$ cat src/rtl/ifetch_unit_if.sv
// Bundle of the fetch stage's bus signals: the instruction-memory read port, the
// redirect input from execute and the valid/ready instruction stream to decode.
//   master : view of the fetch unit (drives imem_req/addr and the if_* head)
//   slave  : view of the environment (memory, execute and decode side)
interface ifetch_unit_if;
  logic        imem_req;
  logic [31:0] imem_addr;
  logic        imem_rvalid;
  logic [31:0] imem_rdata;
  logic        redirect;
  logic [31:0] redirect_pc;
  logic        if_valid;
  logic        if_ready;
  logic [31:0] if_pc;
  logic [31:0] if_instr;
  logic [5:0]  if_opcode;
  logic [5:0]  if_funct;

  modport master (
    output imem_req, imem_addr,
    input  imem_rvalid, imem_rdata,
    input  redirect, redirect_pc,
    output if_valid, if_pc, if_instr, if_opcode, if_funct,
    input  if_ready
  );

  modport slave (
    input  imem_req, imem_addr,
    output imem_rvalid, imem_rdata,
    output redirect, redirect_pc,
    input  if_valid, if_pc, if_instr, if_opcode, if_funct,
    output if_ready
  );
endinterface

$ cat src/rtl/ifetch_unit.sv
// Instruction fetch stage. Owns the PC, issues one instruction-memory read at a
// time and buffers returned words in a DEPTH-entry FIFO whose head is offered to
// decode with opcode/funct pre-split. A redirect flushes the FIFO, reloads the PC
// and discards any read still in flight.
// Ports:
//   clk    : clock, all state on rising edge
//   rst_n  : asynchronous active-low reset
//   bus_io : ifetch_unit_if.master (imem read port, redirect, decode stream)
module ifetch_unit #(
  parameter logic [31:0] RESET_PC = 32'h0000_0000,
  parameter int unsigned DEPTH    = 2
) (
  input logic           clk,
  input logic           rst_n,
  ifetch_unit_if.master bus_io
);

  localparam int unsigned PtrW = (DEPTH > 1) ? $clog2(DEPTH) : 1;
  localparam int unsigned CntW = $clog2(DEPTH + 1);

  typedef enum logic [1:0] {StIdle, StReq, StWait, StDrop} state_e;

  state_e          state_q, state_d;
  logic [31:0]     pc_q, pc_d;
  logic [PtrW-1:0] wr_ptr_q, wr_ptr_d;
  logic [PtrW-1:0] rd_ptr_q, rd_ptr_d;
  logic [CntW-1:0] cnt_q, cnt_d;
  logic [31:0]     fifo_pc_q    [DEPTH];
  logic [31:0]     fifo_instr_q [DEPTH];

  logic push, pop, fifo_full, head_valid;

  function automatic logic [PtrW-1:0] ptr_inc(input logic [PtrW-1:0] p);
    if (32'(p) == DEPTH - 1) return '0;
    return p + PtrW'(1);
  endfunction

  assign fifo_full  = (cnt_q == CntW'(DEPTH));
  assign head_valid = (cnt_q != '0);
  assign pop        = head_valid & bus_io.if_ready;

  // Request FSM. Issue only when a slot is guaranteed for the response, so a
  // push can never overflow with a single read outstanding.
  always_comb begin
    state_d = state_q;
    push    = 1'b0;
    case (state_q)
      StIdle: begin
        if (!fifo_full && !bus_io.redirect) state_d = StReq;
      end
      StReq: begin
        // The read has already gone out; a redirect now must discard its data.
        state_d = bus_io.redirect ? StDrop : StWait;
      end
      StWait: begin
        if (bus_io.redirect) begin
          state_d = bus_io.imem_rvalid ? StIdle : StDrop;
        end else if (bus_io.imem_rvalid) begin
          push    = 1'b1;
          state_d = StIdle;
        end
      end
      StDrop: begin
        if (bus_io.imem_rvalid) state_d = StIdle;
      end
      default: state_d = StIdle;
    endcase
  end

  // PC and FIFO bookkeeping. A redirect wins over everything; a pop in the same
  // cycle still delivers the head, the remaining entries are simply dropped.
  always_comb begin
    pc_d     = pc_q;
    wr_ptr_d = wr_ptr_q;
    rd_ptr_d = rd_ptr_q;
    cnt_d    = cnt_q;
    if (bus_io.redirect) begin
      pc_d     = bus_io.redirect_pc;
      wr_ptr_d = '0;
      rd_ptr_d = '0;
      cnt_d    = '0;
    end else begin
      if (push) begin
        pc_d     = pc_q + 32'd4;
        wr_ptr_d = ptr_inc(wr_ptr_q);
      end
      if (pop) rd_ptr_d = ptr_inc(rd_ptr_q);
      case ({push, pop})
        2'b10:   cnt_d = cnt_q + CntW'(1);
        2'b01:   cnt_d = cnt_q - CntW'(1);
        default: cnt_d = cnt_q;
      endcase
    end
  end

  always_ff @(posedge clk or negedge rst_n) begin
    if (!rst_n) begin
      state_q  <= StIdle;
      pc_q     <= RESET_PC;
      wr_ptr_q <= '0;
      rd_ptr_q <= '0;
      cnt_q    <= '0;
    end else begin
      state_q  <= state_d;
      pc_q     <= pc_d;
      wr_ptr_q <= wr_ptr_d;
      rd_ptr_q <= rd_ptr_d;
      cnt_q    <= cnt_d;
    end
  end

  // Storage needs no reset: contents are masked whenever the FIFO is empty.
  always_ff @(posedge clk) begin
    if (push) begin
      fifo_pc_q[wr_ptr_q]    <= pc_q;
      fifo_instr_q[wr_ptr_q] <= bus_io.imem_rdata;
    end
  end

  assign bus_io.imem_req  = (state_q == StReq);
  assign bus_io.imem_addr = (state_q == StReq) ? pc_q : '0;

  // Empty FIFO presents an all-zero word (NOP) to decode.
  assign bus_io.if_valid  = head_valid;
  assign bus_io.if_pc     = head_valid ? fifo_pc_q[rd_ptr_q] : '0;
  assign bus_io.if_instr  = head_valid ? fifo_instr_q[rd_ptr_q] : '0;
  assign bus_io.if_opcode = bus_io.if_instr[31:26];
  assign bus_io.if_funct  = bus_io.if_instr[5:0];

endmodule

$ cat src/flat_wrapper.sv
// flat-port wrapper written by rule: the top's interface ports become plain ports
module ifetch_unit_flat 
#(
  parameter logic [31:0] RESET_PC = 32'h0000_0000,
  parameter int unsigned DEPTH    = 2
)
  (clk, rst_n, bus_io_imem_req, bus_io_imem_addr, bus_io_imem_rvalid, bus_io_imem_rdata, bus_io_redirect, bus_io_redirect_pc, bus_io_if_valid, bus_io_if_pc, bus_io_if_instr, bus_io_if_opcode, bus_io_if_funct, bus_io_if_ready);
  ifetch_unit_if bus_io_i ();
  input logic clk;
  input logic rst_n;
  output wire logic [$bits(bus_io_i.imem_req)-1:0] bus_io_imem_req;
  output wire logic [$bits(bus_io_i.imem_addr)-1:0] bus_io_imem_addr;
  input wire logic [$bits(bus_io_i.imem_rvalid)-1:0] bus_io_imem_rvalid;
  input wire logic [$bits(bus_io_i.imem_rdata)-1:0] bus_io_imem_rdata;
  input wire logic [$bits(bus_io_i.redirect)-1:0] bus_io_redirect;
  input wire logic [$bits(bus_io_i.redirect_pc)-1:0] bus_io_redirect_pc;
  output wire logic [$bits(bus_io_i.if_valid)-1:0] bus_io_if_valid;
  output wire logic [$bits(bus_io_i.if_pc)-1:0] bus_io_if_pc;
  output wire logic [$bits(bus_io_i.if_instr)-1:0] bus_io_if_instr;
  output wire logic [$bits(bus_io_i.if_opcode)-1:0] bus_io_if_opcode;
  output wire logic [$bits(bus_io_i.if_funct)-1:0] bus_io_if_funct;
  input wire logic [$bits(bus_io_i.if_ready)-1:0] bus_io_if_ready;
  assign bus_io_imem_req = bus_io_i.imem_req;
  assign bus_io_imem_addr = bus_io_i.imem_addr;
  assign bus_io_i.imem_rvalid = bus_io_imem_rvalid;
  assign bus_io_i.imem_rdata = bus_io_imem_rdata;
  assign bus_io_i.redirect = bus_io_redirect;
  assign bus_io_i.redirect_pc = bus_io_redirect_pc;
  assign bus_io_if_valid = bus_io_i.if_valid;
  assign bus_io_if_pc = bus_io_i.if_pc;
  assign bus_io_if_instr = bus_io_i.if_instr;
  assign bus_io_if_opcode = bus_io_i.if_opcode;
  assign bus_io_if_funct = bus_io_i.if_funct;
  assign bus_io_i.if_ready = bus_io_if_ready;
  ifetch_unit #(.RESET_PC(RESET_PC), .DEPTH(DEPTH)) u_core (.clk(clk), .rst_n(rst_n), .bus_io(bus_io_i));
endmodule
$ cat config.mk
export PLATFORM = sky130hd
export DESIGN_NAME = ifetch_unit_flat
export DESIGN_NICKNAME = d
export VERILOG_FILES = /design/src/rtl/ifetch_unit_if.sv /design/src/rtl/ifetch_unit.sv /design/src/flat_wrapper.sv
export SDC_FILE = /design/constraint.sdc
export NUM_CORES = 1
export LEC_CHECK = 0
export ABC_CLOCK_PERIOD_IN_PS = 4300
export CORE_MARGIN = 8
export CORE_UTILIZATION = 50
export DETAILED_ROUTE_END_ITERATION = 10
export HOLD_SLACK_MARGIN = 0.05
export PLACE_DENSITY = 0.79
export SKIP_LAST_GASP = 1
export SYNTH_ARGS = -nofsm -noshare
export SYNTH_HDL_FRONTEND = slang
export SYNTH_SLANG_ARGS = --single-unit
$ cat constraint.sdc
create_clock -name clk -period 4.3 [get_ports clk]
set_input_delay 0.86 -clock clk [delete_from_list [all_inputs] [get_ports clk]]
set_output_delay 0.86 -clock clk [all_outputs]
set_load 0.05 [all_outputs]
==> results of run 1 <==
critical path: cells and delay by family (launching register included):
| kind | cells | cell delay (ps) |
|---|---|---|
| buf+inv | 2 | 1170 |
| simple gates | 2 | 700 |
| flops | 1 | 420 |
cells in the mapped netlist (all sizes together):
master / number
a32o: 1
and2: 34
or2: 2
xor2: 6
nand4bb: 1
dfrtp: 38
or4: 16
clkbuf: 27
nor4: 2
xnor2: 5
nand2b: 2
ha: 1
mux2: 2
a31oi: 16
inv: 6
nor2b: 3
a21oi: 2
nand2: 21
buf: 19
nand3: 13
nand4: 10
o311ai: 2
a31o: 1
and4: 5
and3: 1
o21a: 1
nor2: 88
mux2i: 65
o211ai: 1
or3: 3
o2111a: 1
o31ai: 15
a311oi: 1
edfxtp: 128
a211oi: 1
o21ai: 13
nor3: 1
o22ai: 1
nor4bb: 1
power groups by stage:
stage / clock network, mW / logic (mW) / registers (mW)
2_1_floorplan: 0 / 0.754 / 1.95
3_3_place_gp: 0 / 1.16 / 1.97
3_5_place_dp: 0 / 1.18 / 1.98
4_1_cts: 1.59 / 1.18 / 1.95
5_1_grt: 1.65 / 1.23 / 1.97
6_report: 1.57 / 1.17 / 1.95
flip-flops by register name, indices dropped and copies added (netlist names):
name and cells:
u_core.cnt_q 2, u_core.pc_q 32, u_core.fifo_instr_q 64, u_core.rd_ptr_q 1
u_core.wr_ptr_q 1, u_core.fifo_pc_q 64, u_core.state_q 2
logic make-up (layout without fill, tap and decap cells):
| group | after synthesis | after routing | share of synthesized area [%] |
|---|---|---|---|
| flip-flops | 166 | 166 | 66.3 |
| multiplexers | 67 | 67 | 9.30 |
| buffers and inverters | 52 | 227 | 3.53 |
| AND/OR/NAND/NOR | 203 | 203 | 14.2 |
| AO/OA/AOI/OAI | 56 | 56 | 5.15 |
| XOR/XNOR | 11 | 11 | 1.33 |
| adder cells (fa/ha/maj) | 1 | 1 | 0.173 |
metal layers:
layer | GRT usage (%) | part of all wire, % | up-vias
met5 | 0 | 0 | -
met4 | 6.53 | 1.3 | 0
met3 | 4.43 | 5.6 | 22
met2 | 33.0 | 53 | 166
met1 | 22.7 | 40 | 2465
li1 | - | - | 2362
area by class of cell:
cell class / count / area share (%)
Clock buffer: 19 / 4.43
Tap cell: 184 / 2.36
Clock inverter: 13 / 1.84
Multi-Input combinational cell: 338 / 22.6
Inverter: 6 / 0.230
Sequential cell: 166 / 49.1
Timing Repair Buffer: 189 / 19.4
through the flow:
step,hold WS (ps),instance area (um^2),power (mW)
floorplan,452,7240,2.70
global placement,471,9160,3.13
detailed placement,493,9160,3.16
CTS,504,9770,4.72
global route,523,9770,4.85
finish,502,9770,4.69
path summary, 6_finish.rpt:
kind	from	end	slack [ps]	depth (start not counted)
worst max-delay path	u_core.state_q[0]$_DFFE_PN0P_	bus_io_imem_addr[24]	730	4
worst min-delay path	u_core.pc_q[1]$_DFFE_PN0P_	u_core.fifo_pc_q[0][1]$_DFFE_PP_	500	0
worst max register to register	u_core.state_q[0]$_DFFE_PN0P_	u_core.pc_q[31]$_DFFE_PN0P_	1990	5
worst min register to register	u_core.pc_q[1]$_DFFE_PN0P_	u_core.fifo_pc_q[0][1]$_DFFE_PP_	500	0
max in group asynchronous	rst_n	u_core.rd_ptr_q$_DFFE_PN0P_	3090	1
min in group asynchronous	rst_n	u_core.pc_q[6]$_DFFE_PN0P_	560	1
==> flow_summary.yaml, run 1 <==
timing:
  final_sum_of_negative_setup_slack_ps: 0
  final_critical_path_setup_slack_ps: 732
  final.period_utilization_pct: 83.0
  setup_viol_count_final: 0
  finalClockSkew_ps: 14.4
  report.final.hold_viol_count: 0
  worst_slew_pin_slew_ps: 878
  max_freq_ghz: 0.280
  worst_slew_margin_rel_pct: 41.5
  maxSlewViolCount: 0
  finalWorstPathRequiredPeriod_ps: 3570
  unrepaired_setup_endpoints_after_global_routing: "no"
place:
  routabilityCongestion: 0.808
  dp_cells: 883
  dpl.hpwl_um: 12200
  port_buffers: 178
  dpl_worst_slack_ps: 986
hold_path:
  hold_class: "register to register"
clock_tree:
  cts.reportedPaths.clkPinSlew_ps: 60
  cts_buffer_depth: 2
  cts.htree.levels: 4
  cts_buffers: 17
  cts_tree: "done"
  cts.repair_timing.setup_buffer_count: 0
  clockRootBuffer: "sky130_fd_sc_hd__clkbuf_16"
  post_cts_hold_buffer_count: 0
  count_of_cells_resized_by_post_cts_repair: 0
  cts_sinks: 166
  source_to_sink_clock_delay_at_the_later_pin_of_the_worst_skew_pair_ps: 420
global_routing:
  grt_antenna_before_repair: 0
  grt_pass1_vias: 5175
  grt_first_pass_wirelength_um: 27300
  grt_max_degree: 55
  groute.usage.overall_pct: 19.0
  gr-total-overflow: 0
critical_path:
  critPathCaptureType: "primary output"
  crit_slowest_cell: "sky130_fd_sc_hd__clkdlybuf4s50_1"
  critical_path_cell_sequence: "nor2b_2, buf_4, and2_1, clkdlybuf4s50_1"
  critical_path.max_fanout: 20
  critical_path_max_stage_delay_ps: 830
  worstSetupStartpointType: "register"
  worstPathRequired_ps: 3440
  worstSetupPathType: "register to primary output"
  critPathArrivalTime_ps: 2710
synth:
  ys_types: 43
  yosys_warnings: 0
  post-synth-top-area-fraction_pct: 53.1
  sequential_to_total_area_share_from_yosys_stat_pct: 66.3
  yosys_register_bits: 166
  avgSynthCellArea_um2: 13.0
  syn_area_um2: 7240
  synth_fp_nets: 626
  yosys-top-cells-area: "sky130_fd_sc_hd__edfxtp_1, sky130_fd_sc_hd__dfrtp_1, sky130_fd_sc_hd__mux2i_1"
  synthCells: 556
  yosysTopAreaCell: "sky130_fd_sc_hd__edfxtp_1"
floorplanning:
  die_height_um: 136
  io-pin-count: 179
  initial_utilization_pct: 50.6
  fp.dieArea_um2: 18600
  rows: 44
  core_region_area_um2: 14300
  width_of_the_die_um: 136
layout:
  most-common-layout-cells: "sky130_fd_sc_hd__clkdlybuf4s50_1, sky130_fd_sc_hd__edfxtp_1, sky130_fd_sc_hd__nor2_1"
  fillCellCount: 1002
  area.sequential_um2: 4800
  multi_input_comb_area_um2: 2210
  num_antenna_cells: 0
  finish.cell_count_without_fillers: 915
  final_util_pct: 68.3
  layout-drive-gt1-share_pct: 7.52
  finish.net_count: 788
  mostFrequentLayoutCell: "sky130_fd_sc_hd__clkdlybuf4s50_1"
  layout_overhead_on_the_synthesized_area_pct: 35.1
power_and_ir_drop:
  combPwrFrac_pct: 24.9
  sequentialPowerShare_pct: 41.7
  power_leakage_nw: 3.23
  pwr-share-clk_pct: 33.4
  power-per-cell-area_nw_per_um2: 479
  internal_power_mw: 3.24
  p_switching_mw: 1.45
  peakVddDrop_mv: 0.310
  power.share.switching_pct: 30.9
routing:
  routed-via-count: 5015
  route.detailed.drc: 0
  final_antenna_net_count: 0
  routedWlPerCell_um: 19.0
  vias_per_cell: 5.48
  drt_iter0_markers: 454
  finalWirelength_um: 17400
  drt_pre_antenna_iters: 5
outcome:
  run_status: "complete, no violations"
job:
  number_of_maximum_capacitance_violations: 0
Power figures use the tool's default switching activity.
==> run 2, diff against run 1 <==
--- a/config.mk
+++ b/config.mk
@@ -5,12 +5,12 @@
 export SDC_FILE = /design/constraint.sdc
 export NUM_CORES = 1
 export LEC_CHECK = 0
-export ABC_CLOCK_PERIOD_IN_PS = 4300
+export ABC_CLOCK_PERIOD_IN_PS = 3200
 export CORE_MARGIN = 8
-export CORE_UTILIZATION = 50
+export CORE_UTILIZATION = 45
 export DETAILED_ROUTE_END_ITERATION = 10
 export HOLD_SLACK_MARGIN = 0.05
-export PLACE_DENSITY = 0.79
+export PLACE_DENSITY = 0.75
 export SKIP_LAST_GASP = 1
 export SYNTH_ARGS = -nofsm -noshare
 export SYNTH_HDL_FRONTEND = slang
==> constraint.sdc (replaced) <==
create_clock -name clk -period 3.2 [get_ports clk]
set_input_delay 0.64 -clock clk [delete_from_list [all_inputs] [get_ports clk]]
set_output_delay 0.64 -clock clk [all_outputs]
set_load 0.05 [all_outputs]
==> flow_summary.yaml, run 2 (synthesized netlist as in run 1, its figures left out) <==
floorplanning:
  io-pin-count: 179
  initial_utilization_pct: 45.7
  width_of_the_die_um: 143
  rows: 46
  die_height_um: 143
  core_region_area_um2: 15800
  fp.dieArea_um2: 20400
clock_tree:
  post_cts_hold_buffer_count: 0
  cts.reportedPaths.clkPinSlew_ps: 60
  cts_buffer_depth: 2
  cts_tree: "done"
  cts_buffers: 17
  source_to_sink_clock_delay_at_the_later_pin_of_the_worst_skew_pair_ps: 420
  cts.repair_timing.setup_buffer_count: 0
  clockRootBuffer: "sky130_fd_sc_hd__clkbuf_16"
  cts_sinks: 166
  cts.htree.levels: 4
outcome:
  run_status: "complete, no violations"
power_and_ir_drop:
  sequentialPowerShare_pct: 41.9
  power-per-cell-area_nw_per_um2: 634
  p_switching_mw: 1.93
  combPwrFrac_pct: 25.1
  power_leakage_nw: 3.88
  peakVddDrop_mv: 0.406
  internal_power_mw: 4.33
  pwr-share-clk_pct: 33.0
  power.share.switching_pct: 30.8
routing:
  drt_iter0_markers: 315
  finalWirelength_um: 18100
  routed-via-count: 5036
  final_antenna_net_count: 0
  drt_pre_antenna_iters: 6
  routedWlPerCell_um: 19.1
  route.detailed.drc: 0
  vias_per_cell: 5.32
timing:
  setup_viol_count_final: 0
  worst_slew_margin_rel_pct: 26.2
  maxSlewViolCount: 0
  worst_slew_pin_slew_ps: 1110
  report.final.hold_viol_count: 0
  final_sum_of_negative_setup_slack_ps: 0
  hold-worst-slack_ps: 333
  max_freq_ghz: 0.321
  finalWorstPathRequiredPeriod_ps: 3110
  finalClockSkew_ps: 5.83
  final.period_utilization_pct: 97.3
layout:
  layout_overhead_on_the_synthesized_area_pct: 36.6
  mostFrequentLayoutCell: "sky130_fd_sc_hd__clkdlybuf4s50_1"
  most-common-layout-cells: "sky130_fd_sc_hd__clkdlybuf4s50_1, sky130_fd_sc_hd__edfxtp_1, sky130_fd_sc_hd__nor2_1"
  final_util_pct: 62.5
  layout-drive-gt1-share_pct: 7.11
  finish.net_count: 790
  fillCellCount: 1201
  largestRegisters: "u_core.fifo_instr_q x64, u_core.fifo_pc_q x64, u_core.pc_q x32"
  area.sequential_um2: 4800
  final_cell_area_um2: 9880
  num_antenna_cells: 0
  multi_input_comb_area_um2: 2210
critical_path:
  crit_slowest_cell: "sky130_fd_sc_hd__clkdlybuf4s50_1"
  critPathCaptureType: "primary output"
  critPathArrivalTime_ps: 2470
  critical_path.max_fanout: 31
  worstSetupStartpointType: "register"
  critical_path_max_stage_delay_ps: 820
  critPathBufInv: 2
  critical_path_cell_sequence: "buf_12, mux2i_1, nor2_1, clkdlybuf4s50_1"
  worstPathRequired_ps: 2560
  worstSetupPathType: "register to primary output"
  critPathTopFamily: "buffers and inverters"
place:
  placed_area_um2: 9240
  dpl.hpwl_um: 12200
  routabilityCongestion: 0.809
  port_buffers: 178
job:
  number_of_maximum_capacitance_violations: 0
global_routing:
  groute.usage.overall_pct: 17.6
  grt_antenna_before_repair: 0
  grt_max_degree: 66
  grt_pass1_vias: 5186
  gr-total-overflow: 0
  grt_first_pass_wirelength_um: 27500
hold_path:
  hold_class: "input pin to async pin"
==> run 2: power groups by stage <==
stage,Combinational [mW],Clock (mW),Sequential [mW]
global placement,1.58,0,2.65
finish,1.57,2.07,2.62
floorplan,1.01,0,2.62
detailed placement,1.60,0,2.67
CTS,1.60,2.10,2.62
global route,1.65,2.19,2.64
==> run 2: worst paths after layout <==
kind | start | to | slack (ps) | cells past startpoint
worst min register to register | u_core.pc_q[1]$_DFFE_PN0P_ | u_core.fifo_pc_q[0][1]$_DFFE_PP_ | 490 | 0
min in group clk | u_core.pc_q[1]$_DFFE_PN0P_ | u_core.fifo_pc_q[0][1]$_DFFE_PP_ | 490 | 0
max in group asynchronous | rst_n | u_core.rd_ptr_q$_DFFE_PN0P_ | 2230 | 1
worst max register to register | u_core.pc_q[7]$_DFFE_PN0P_ | u_core.pc_q[20]$_DFFE_PN0P_ | 890 | 4
worst min-delay path | rst_n | u_core.pc_q[5]$_DFFE_PN0P_ | 330 | 1
worst max-delay path | u_core.rd_ptr_q$_DFFE_PN0P_ | bus_io_if_instr[20] | 90 | 4
==> run 2: what timing repair did <==
action	CTS	global route
gates resized for setup	17	30
endpoints found under the setup margin	17	30
hold endpoints to repair	0	0
==> run 2: final cells by class <==
type | instances | share of cell area [%]
repair buffers | 191 | 20.1
clock buffers | 19 | 4.38
multi-input cells | 338 | 22.4
clock inverters | 11 | 1.59
flip-flops and latches | 166 | 48.5
well taps | 216 | 2.73
inverters | 6 | 0.228
==> run 2: routing by layer <==
layer	up-vias	global-route usage (%)	part of all wire (%)	wire [um]
met5	-	0	0	0
met2	159	30.8	52	9480
met3	24	3.91	4.8	859
met1	2487	20.5	41	7430
li1	2366	-	-	-
met4	0	7.38	1.7	315
==> run 2: per-stage QoR <==
step | total power [mW] | instances | worst slack (ps)
after floorplan | 3.63 | 556 | 85.8
after global placement | 4.23 | 917 | 421
after detailed placement | 4.27 | 917 | 323
after CTS | 6.32 | 947 | 1.03
after global routing | 6.48 | 947 | -27.0
final | 6.27 | 947 | 87.6
==> run 2: worst reg2reg max path, stage by stage, from the launching register on <==
cell and delay (ps):
sky130_fd_sc_hd__dfrtp_1 540, sky130_fd_sc_hd__nand4_2 210, sky130_fd_sc_hd__or4_4 710, sky130_fd_sc_hd__or4_1 570, sky130_fd_sc_hd__a31oi_1 190
